<file path="src/rtl/lx32_arch_pkg.sv">
// Architectural basics shared across the lx32 core: data-path width and the
// instruction word type.
package lx32_arch_pkg;

  localparam int XLEN = 32;

  typedef logic [XLEN-1:0] instr_t;

endpackage

</file>
<file path="src/rtl/lx32_imm_decode_pkg.sv">
// Immediate field widths of the RV32I base formats, as seen by the decoder.
// Each width is the number of significant bits of the sign-extended value
// (B and J include the implicit zero LSB; U counts the upper 20 bits only).
package lx32_imm_decode_pkg;

  localparam int IMM_I_W = 12;
  localparam int IMM_S_W = 12;
  localparam int IMM_B_W = 13;
  localparam int IMM_U_W = 20;
  localparam int IMM_J_W = 21;

endpackage

</file>
<file path="src/rtl/lx32_encode_pkg.sv">
// Types and constants for the RV32I instruction encoder: format tags, error
// codes, the canonical NOP, and a sign-extension fit helper.
package lx32_encode_pkg;

  import lx32_arch_pkg::*;

  typedef enum logic [2:0] {
    FMT_R = 3'd0,
    FMT_I = 3'd1,
    FMT_S = 3'd2,
    FMT_B = 3'd3,
    FMT_U = 3'd4,
    FMT_J = 3'd5
  } fmt_e;

  typedef enum logic [1:0] {
    ERR_NONE    = 2'd0,
    ERR_RANGE   = 2'd1,
    ERR_ALIGN   = 2'd2,
    ERR_BAD_FMT = 2'd3
  } err_e;

  // addi x0, x0, 0
  localparam instr_t NOP = 32'h0000_0013;

  // True when every bit from lsb upward equals the sign bit, i.e. the value
  // survives truncation to lsb+1 bits followed by sign extension.
  function automatic logic upper_same(input logic [XLEN-1:0] v,
                                      input int unsigned lsb);
    logic signed [XLEN-1:0] s;
    s = $signed(v) >>> lsb;
    return (s == '0) || (s == '1);
  endfunction

endpackage

</file>
<file path="src/rtl/lx32_imm_range_check.sv">
// Combinational legality check of an encode request.
//   fmt : format tag (fmt_e encoding; 6 and 7 are illegal)
//   imm : immediate as the decoded, sign-extended value
//   err : err_e code, priority bad_fmt > align > range
module lx32_imm_range_check
  import lx32_arch_pkg::*, lx32_encode_pkg::*, lx32_imm_decode_pkg::*;
(
  input  logic [2:0]      fmt,
  input  logic [XLEN-1:0] imm,
  output logic [1:0]      err
);

  err_e e;

  always_comb begin
    // NOTE: default assigned first so every path drives e; no latch.
    e = ERR_NONE;
    case (fmt)
      FMT_R: e = ERR_NONE;
      FMT_I: if (!upper_same(imm, IMM_I_W - 1)) e = ERR_RANGE;
      FMT_S: if (!upper_same(imm, IMM_S_W - 1)) e = ERR_RANGE;
      FMT_B: begin
        if (imm[0])                               e = ERR_ALIGN;
        else if (!upper_same(imm, IMM_B_W - 1))   e = ERR_RANGE;
      end
      FMT_J: begin
        if (imm[0])                               e = ERR_ALIGN;
        else if (!upper_same(imm, IMM_J_W - 1))   e = ERR_RANGE;
      end
      FMT_U: if (imm[XLEN-IMM_U_W-1:0] != '0) e = ERR_RANGE;
      default: e = ERR_BAD_FMT;
    endcase
  end

  assign err = e;

endmodule

</file>
<file path="src/rtl/lx32_instr_encoder.sv">
// Two-stage pipelined RV32I instruction encoder.
//   Stage 1 registers the request fields and its legality code.
//   Stage 2 packs the fields into an instruction word (NOP when illegal).
// Ports:
//   clk, rst_n (synchronous, active low), flush (drops in-flight entries)
//   in_valid/in_ready + in_fmt, in_opcode, in_rd, in_rs1, in_rs2,
//     in_funct3, in_funct7, in_imm           : request channel
//   out_valid/out_ready + out_instr, out_err  : result channel
//   err_count : saturating count of consumed results with out_err != 0
module lx32_instr_encoder
  import lx32_arch_pkg::*, lx32_encode_pkg::*;
#(
  parameter int CNT_W = 16
) (
  input  logic             clk,
  input  logic             rst_n,
  input  logic             flush,
  input  logic             in_valid,
  output logic             in_ready,
  input  logic [2:0]       in_fmt,
  input  logic [6:0]       in_opcode,
  input  logic [4:0]       in_rd,
  input  logic [4:0]       in_rs1,
  input  logic [4:0]       in_rs2,
  input  logic [2:0]       in_funct3,
  input  logic [6:0]       in_funct7,
  input  logic [31:0]      in_imm,
  output logic             out_valid,
  input  logic             out_ready,
  output logic [31:0]      out_instr,
  output logic [1:0]       out_err,
  output logic [CNT_W-1:0] err_count
);

  logic        s1_valid, s2_valid;
  logic        s1_en, s2_en, accept;
  logic [2:0]  s1_fmt;
  logic [6:0]  s1_opcode, s1_funct7;
  logic [4:0]  s1_rd, s1_rs1, s1_rs2;
  logic [2:0]  s1_funct3;
  instr_t      s1_imm;
  logic [1:0]  s1_err, chk_err;
  instr_t      s2_instr, packed_instr;
  logic [1:0]  s2_err;

  assign s2_en    = !s2_valid || out_ready;
  assign s1_en    = !s1_valid || s2_en;
  assign in_ready = s1_en && !flush && rst_n;
  assign accept   = in_valid && in_ready;

  lx32_imm_range_check u_chk (
    .fmt (in_fmt),
    .imm (in_imm),
    .err (chk_err)
  );

  // Stage 1 occupancy.
  always_ff @(posedge clk) begin
    // NOTE: non-blocking assignments for all state so every register samples
    // pre-edge values regardless of process ordering.
    if (!rst_n)     s1_valid <= 1'b0;
    else if (flush) s1_valid <= 1'b0;
    else if (s1_en) s1_valid <= accept;
  end

  // Stage 1 payload.
  // NOTE: payload registers carry no reset; the valid bit qualifies them.
  always_ff @(posedge clk) begin
    if (accept) begin
      s1_fmt    <= in_fmt;
      s1_opcode <= in_opcode;
      s1_rd     <= in_rd;
      s1_rs1    <= in_rs1;
      s1_rs2    <= in_rs2;
      s1_funct3 <= in_funct3;
      s1_funct7 <= in_funct7;
      s1_imm    <= in_imm;
      s1_err    <= chk_err;
    end
  end

  always_comb begin
    packed_instr = NOP;
    if (s1_err == ERR_NONE) begin
      case (s1_fmt)
        FMT_R: packed_instr = {s1_funct7, s1_rs2, s1_rs1, s1_funct3, s1_rd, s1_opcode};
        FMT_I: packed_instr = {s1_imm[11:0], s1_rs1, s1_funct3, s1_rd, s1_opcode};
        FMT_S: packed_instr = {s1_imm[11:5], s1_rs2, s1_rs1, s1_funct3,
                               s1_imm[4:0], s1_opcode};
        FMT_B: packed_instr = {s1_imm[12], s1_imm[10:5], s1_rs2, s1_rs1, s1_funct3,
                               s1_imm[4:1], s1_imm[11], s1_opcode};
        FMT_U: packed_instr = {s1_imm[31:12], s1_rd, s1_opcode};
        FMT_J: packed_instr = {s1_imm[20], s1_imm[10:1], s1_imm[11], s1_imm[19:12],
                               s1_rd, s1_opcode};
        default: packed_instr = NOP;
      endcase
    end
  end

  // Stage 2: output register; holds while stalled.
  always_ff @(posedge clk) begin
    if (!rst_n) begin
      s2_valid <= 1'b0;
      s2_instr <= '0;
      s2_err   <= ERR_NONE;
    end else if (flush) begin
      s2_valid <= 1'b0;
    end else if (s2_en) begin
      s2_valid <= s1_valid;
      if (s1_valid) begin
        s2_instr <= packed_instr;
        s2_err   <= s1_err;
      end
    end
  end

  // A result consumed on a flush edge still counts.
  always_ff @(posedge clk) begin
    if (!rst_n)
      err_count <= '0;
    else if (s2_valid && out_ready && (s2_err != ERR_NONE) && (err_count != '1))
      err_count <= err_count + 1'b1;
  end

  assign out_valid = s2_valid;
  assign out_instr = s2_instr;
  assign out_err   = s2_err;

endmodule

</file>
<file path="config.mk">
export PLATFORM = sky130hd
export DESIGN_NAME = lx32_instr_encoder
export DESIGN_NICKNAME = d
export VERILOG_FILES = /design/src/rtl/lx32_arch_pkg.sv /design/src/rtl/lx32_imm_decode_pkg.sv /design/src/rtl/lx32_encode_pkg.sv /design/src/rtl/lx32_imm_range_check.sv /design/src/rtl/lx32_instr_encoder.sv
export SDC_FILE = /design/constraint.sdc
export NUM_CORES = 1
export LEC_CHECK = 0
export CORE_ASPECT_RATIO = 0.5
export CORE_MARGIN = 5
export CORE_UTILIZATION = 49
export CTS_CLUSTER_SIZE = 14
export DETAILED_ROUTE_END_ITERATION = 6
export PLACE_DENSITY = 0.8
export SLEW_MARGIN = 30
export SYNTH_ARGS = -nofsm -noshare
export SYNTH_HDL_FRONTEND = slang
export SYNTH_HIERARCHICAL = 1
export SYNTH_SLANG_ARGS = --single-unit
</file>
<file path="constraint.sdc">
create_clock -name clk -period 3.3 [get_ports clk]
set_input_delay 0.66 -clock clk [delete_from_list [all_inputs] [get_ports clk]]
set_output_delay 0.66 -clock clk [all_outputs]
set_load 0.005 [all_outputs]
</file>
==> key figures <==
Pwr
  • Clock Power Share: roughly 47%
  • Switching portion of total power: 20.6%
  • Pint: about 2.8 mW
  • Flop pwr share: 46.8%
  • P per Cell Area: approximately 520 mW/mm²
  • Logic pwr share: under 10%
  • Net Switching: about 0.73 mW
  • Cell leakage power: 2.26 nW
  • Peak VDD IR: 0.451 mV

Global routing
  • Total congestion overflow: 0
  • Largest net degree at the start of global routing: between 40 and 50
  • First-pass GRT wire length: approximately 20 mm
  • Total GRT Usage: between 20% and 30%
  • Initial antenna violation count: 0
  • Vias in the first global route: 3910

Routing
  • TritonRoute pass-1 iters: 6
  • Routed via count: about 4100
  • WL/cell: roughly 18 µm
  • Remaining antenna violation count: 0
  • DRT iter0 DRCs: roughly 340
  • DRC viols: 0
  • WL final: 12.8 mm
  • Drt via density: 5.71

Die
  • Die height: between 80 and 90 µm
  • Core Area: roughly 0.0096 mm²
  • Initial Util: between 50 and 60%
  • Die area: 0.0123 mm²
  • Row count: 25
  • # IOs: 124
  • DIE WIDTH: around 150 µm

Placement
  • I/O Buffers: approximately 120
  • Area after DPL: 0.00632 mm²
  • GPL Wtd Cong: 0.794
  • Post-DP HPWL: 8.48 mm

Critical path
  • Crit path launch type: input pin
  • Setup crit end kind: primary output
  • Worst R2R Path Depth: 5
  • Critical path's most frequent cell: clkdlybuf4s50_1
  • Setup Crit Path Kind: input pin to primary output
  • CP bufs+invs: 2
  • Critical path required time: between 2 and 3 ns
  • Crit-path max cell delay: roughly 0.49 ns
  • CP max FO: 6
  • RR Endpoint: err_count[10]$_SDFFE_PN0P_
  • Worst reg-to-reg setup slack: between 1 and 1.5 ns
  • CP delay by family, top: buffers and inverters
  • Crit-path cells: clkdlybuf4s50_1, nor2b_1, a21oi_1, clkdlybuf4s50_1
  • Worst Path Arrival: between 2 and 2.5 ns
  • R2r startpoint: err_count[0]$_SDFFE_PN0P_
  • CP max stage cell: clkdlybuf4s50_1

Flow run
  • Max-Cap Viols: 0

Clock tree
  • Clk pin slew, worst setup/hold paths: roughly 0.05 ns
  • Cts repair resizes: 0
  • Hold-fix buffers, CTS: 0
  • Num CTS Buffers: 17
  • Clock Sinks: between 100 and 150
  • H-tree depth: 4
  • Root Buffer: clkbuf_16
  • Clk buf depth: 2
  • CTS tree: yes
  • Postcts setup bufs: 0
  • Clock Latency Late Sink: about 0.4 ns

Synth
  • Sequential share of the synthesized area: a little over three fifths
  • Avg Cell Area, Syn: between 10 and 15 µm²
  • Synth top area cells: edfxtp_1 (42%), dfxtp_1 (21%), a21oi_1 (5.1%)
  • Most frequent cell after synthesis: edfxtp_1
  • Syn_nets: around 500
  • Synth unique cells: 45
  • Synth Register Bits: 121
  • Top post-synthesis cells by count: edfxtp_1 (69), dfxtp_1 (52), a21oi_1 (50), nand2_1 (49)
  • Area of the mapped netlist: 0.00493 mm²
  • Cells after Synth: 439
  • Prevailing post-synth register cell: edfxtp_1
  • Top cell type's share of synthesized area: 42.1%
  • Synth warn: 6
  • FFs w/ async S/R, synth: 0%
  • Cell taking the most area after synthesis: edfxtp_1
  • EDFF count, synth: between 60 and 70

Timing
  • Clock skew: ~0.010 ns
  • Setup violators final: 0
  • Max Clk Rate: 0.351 GHz
  • Slew @ Worst Pin: approximately 0.74 ns
  • Final Max Tran Viols: 0
  • RSZ-0062 raised after global routing: no
  • Tmin final: approximately 2.8 ns
  • Setup TNS: 0 ns
  • Final worst-path cycle share: between 80% and 90%
  • Fin. Hold Viols: 0
  • Slew margin rel.: 51.0%

Hold path
  • Min-Delay Endpoint: out_instr[22]$_SDFFE_PN0P_
  • Hold Startpoint: out_instr[22]$_SDFFE_PN0P_
  • HP Class: flip-flop to flip-flop
  • Hold Path Stages: 2

Finish
  • Layout Area Growth over Synthesis: 39.5%
  • Final #Nets: 640
  • Final instance area: 0.00688 mm²
  • N_diodes: 0
  • Fraction of layout cells with a size suffix above 1: around 9%

Status
  • Status: finished, final reports clean
==> power groups by stage <==
stage          sequential, mW  clock, mW  combinational [mW]
2_1_floorplan            1.69          0              0.0860
3_3_place_gp             1.70          0               0.213
3_5_place_dp             1.70          0               0.217
4_1_cts                  1.67       1.69               0.220
5_1_grt                  1.67       1.77               0.242
6_report                 1.67       1.67               0.225
==> metrics by stage <==
stage / total power [mW] / setup WS [ns] / hold slack (ns) / utilization (%) / instances
floorplan: 1.78 / 0.210 / 0.448 / - / 439
detailed placement: 1.92 / 0.505 / 0.447 / 65.6 / 682
global route: 3.68 / 0.317 / 0.467 / 71.4 / 715
finish: 3.57 / 0.454 / 0.453 / 71.4 / 715
CTS: 3.58 / 0.486 / 0.453 / 71.2 / 714
global placement: 1.91 / 0.552 / 0.443 / 65.6 / 682
==> registers in the layout, indices dropped and copies added, names as in the netlist, 3 cells and up <==
name	count
s1_fmt	3
s1_rs2	5
s1_opcode	7
err_count	16
s1_funct7	7
s1_rd	5
out_instr	32
s1_rs1	5
s1_imm	32
s1_funct3	3
==> placed cells by master, fill, tap and decap left out, types with 8 or more instances in the layout <==
cell type / instances
a21oi_1: 50
a22oi_1: 20
buf_4: 9
clkbuf_1: 8
clkbuf_16: 18
clkdlybuf4s50_1: 123
dfxtp_1: 52
edfxtp_1: 69
nand2_1: 49
nand2b_1: 12
nand3b_1: 13
nand4_1: 10
nor2_1: 21
nor4_1: 13
o21ai_0: 21
or3b_2: 8
==> worst register-to-register path: cells and delay by family, from the launching register on <==
| kind | cells | cell delay (ns) |
|---|---|---|
| and+or+nand+nor | 3 | 1.09 |
| AOI/OAI and AO/OA | 1 | 0.15 |
| adders and majority gates | 1 | 0.19 |
| DFF | 1 | 0.41 |
==> logic make-up after synthesis <==
group	Yosys count	synth area share, %
AO/OA/AOI/OAI	116	14.4
adder cells (fa/ha/maj)	1	0.254
AND/OR/NAND/NOR	160	17.9
multiplexers	7	1.45
flip-flops	121	63.2
XOR/XNOR	1	0.178
buffers and inverters	33	2.64
==> how the worst max path moves through the flow <==
stage          cells past startpoint  slack, ns      start                  end
6_report                           4       0.45  out_ready             in_ready
4_1_cts                            4       0.49  out_ready             in_ready
2_1_floorplan                      3       0.21      flush  s1_err[0]$_DFFE_PP_
5_1_grt                            4       0.32  out_ready             in_ready
3_5_place_dp                       4       0.50  out_ready             in_ready
3_3_place_gp                       4       0.55  out_ready             in_ready
==> per-layer routing <==
metal	track usage (%)	wire, µm	vias up
met2	35.5	6350	183
li1	-	-	1923
met3	6.07	957	13
met4	5.92	126	0
met5	0	0	-
met1	26.1	5340	1963
==> layout make-up <==
| type | count | area [µm²] |
|---|---|---|
| clock buffer | 29 | 522 |
| clock inverter | 3 | 15.0 |
| fill | 717 | 2760 |
| inverter | 8 | 30.0 |
| multi-input combinational | 285 | 1700 |
| sequential | 121 | 3110 |
| tap | 135 | 169 |
| timing repair buffer | 134 | 1330 |
No activity file was read; power rests on OpenSTA's default activity.
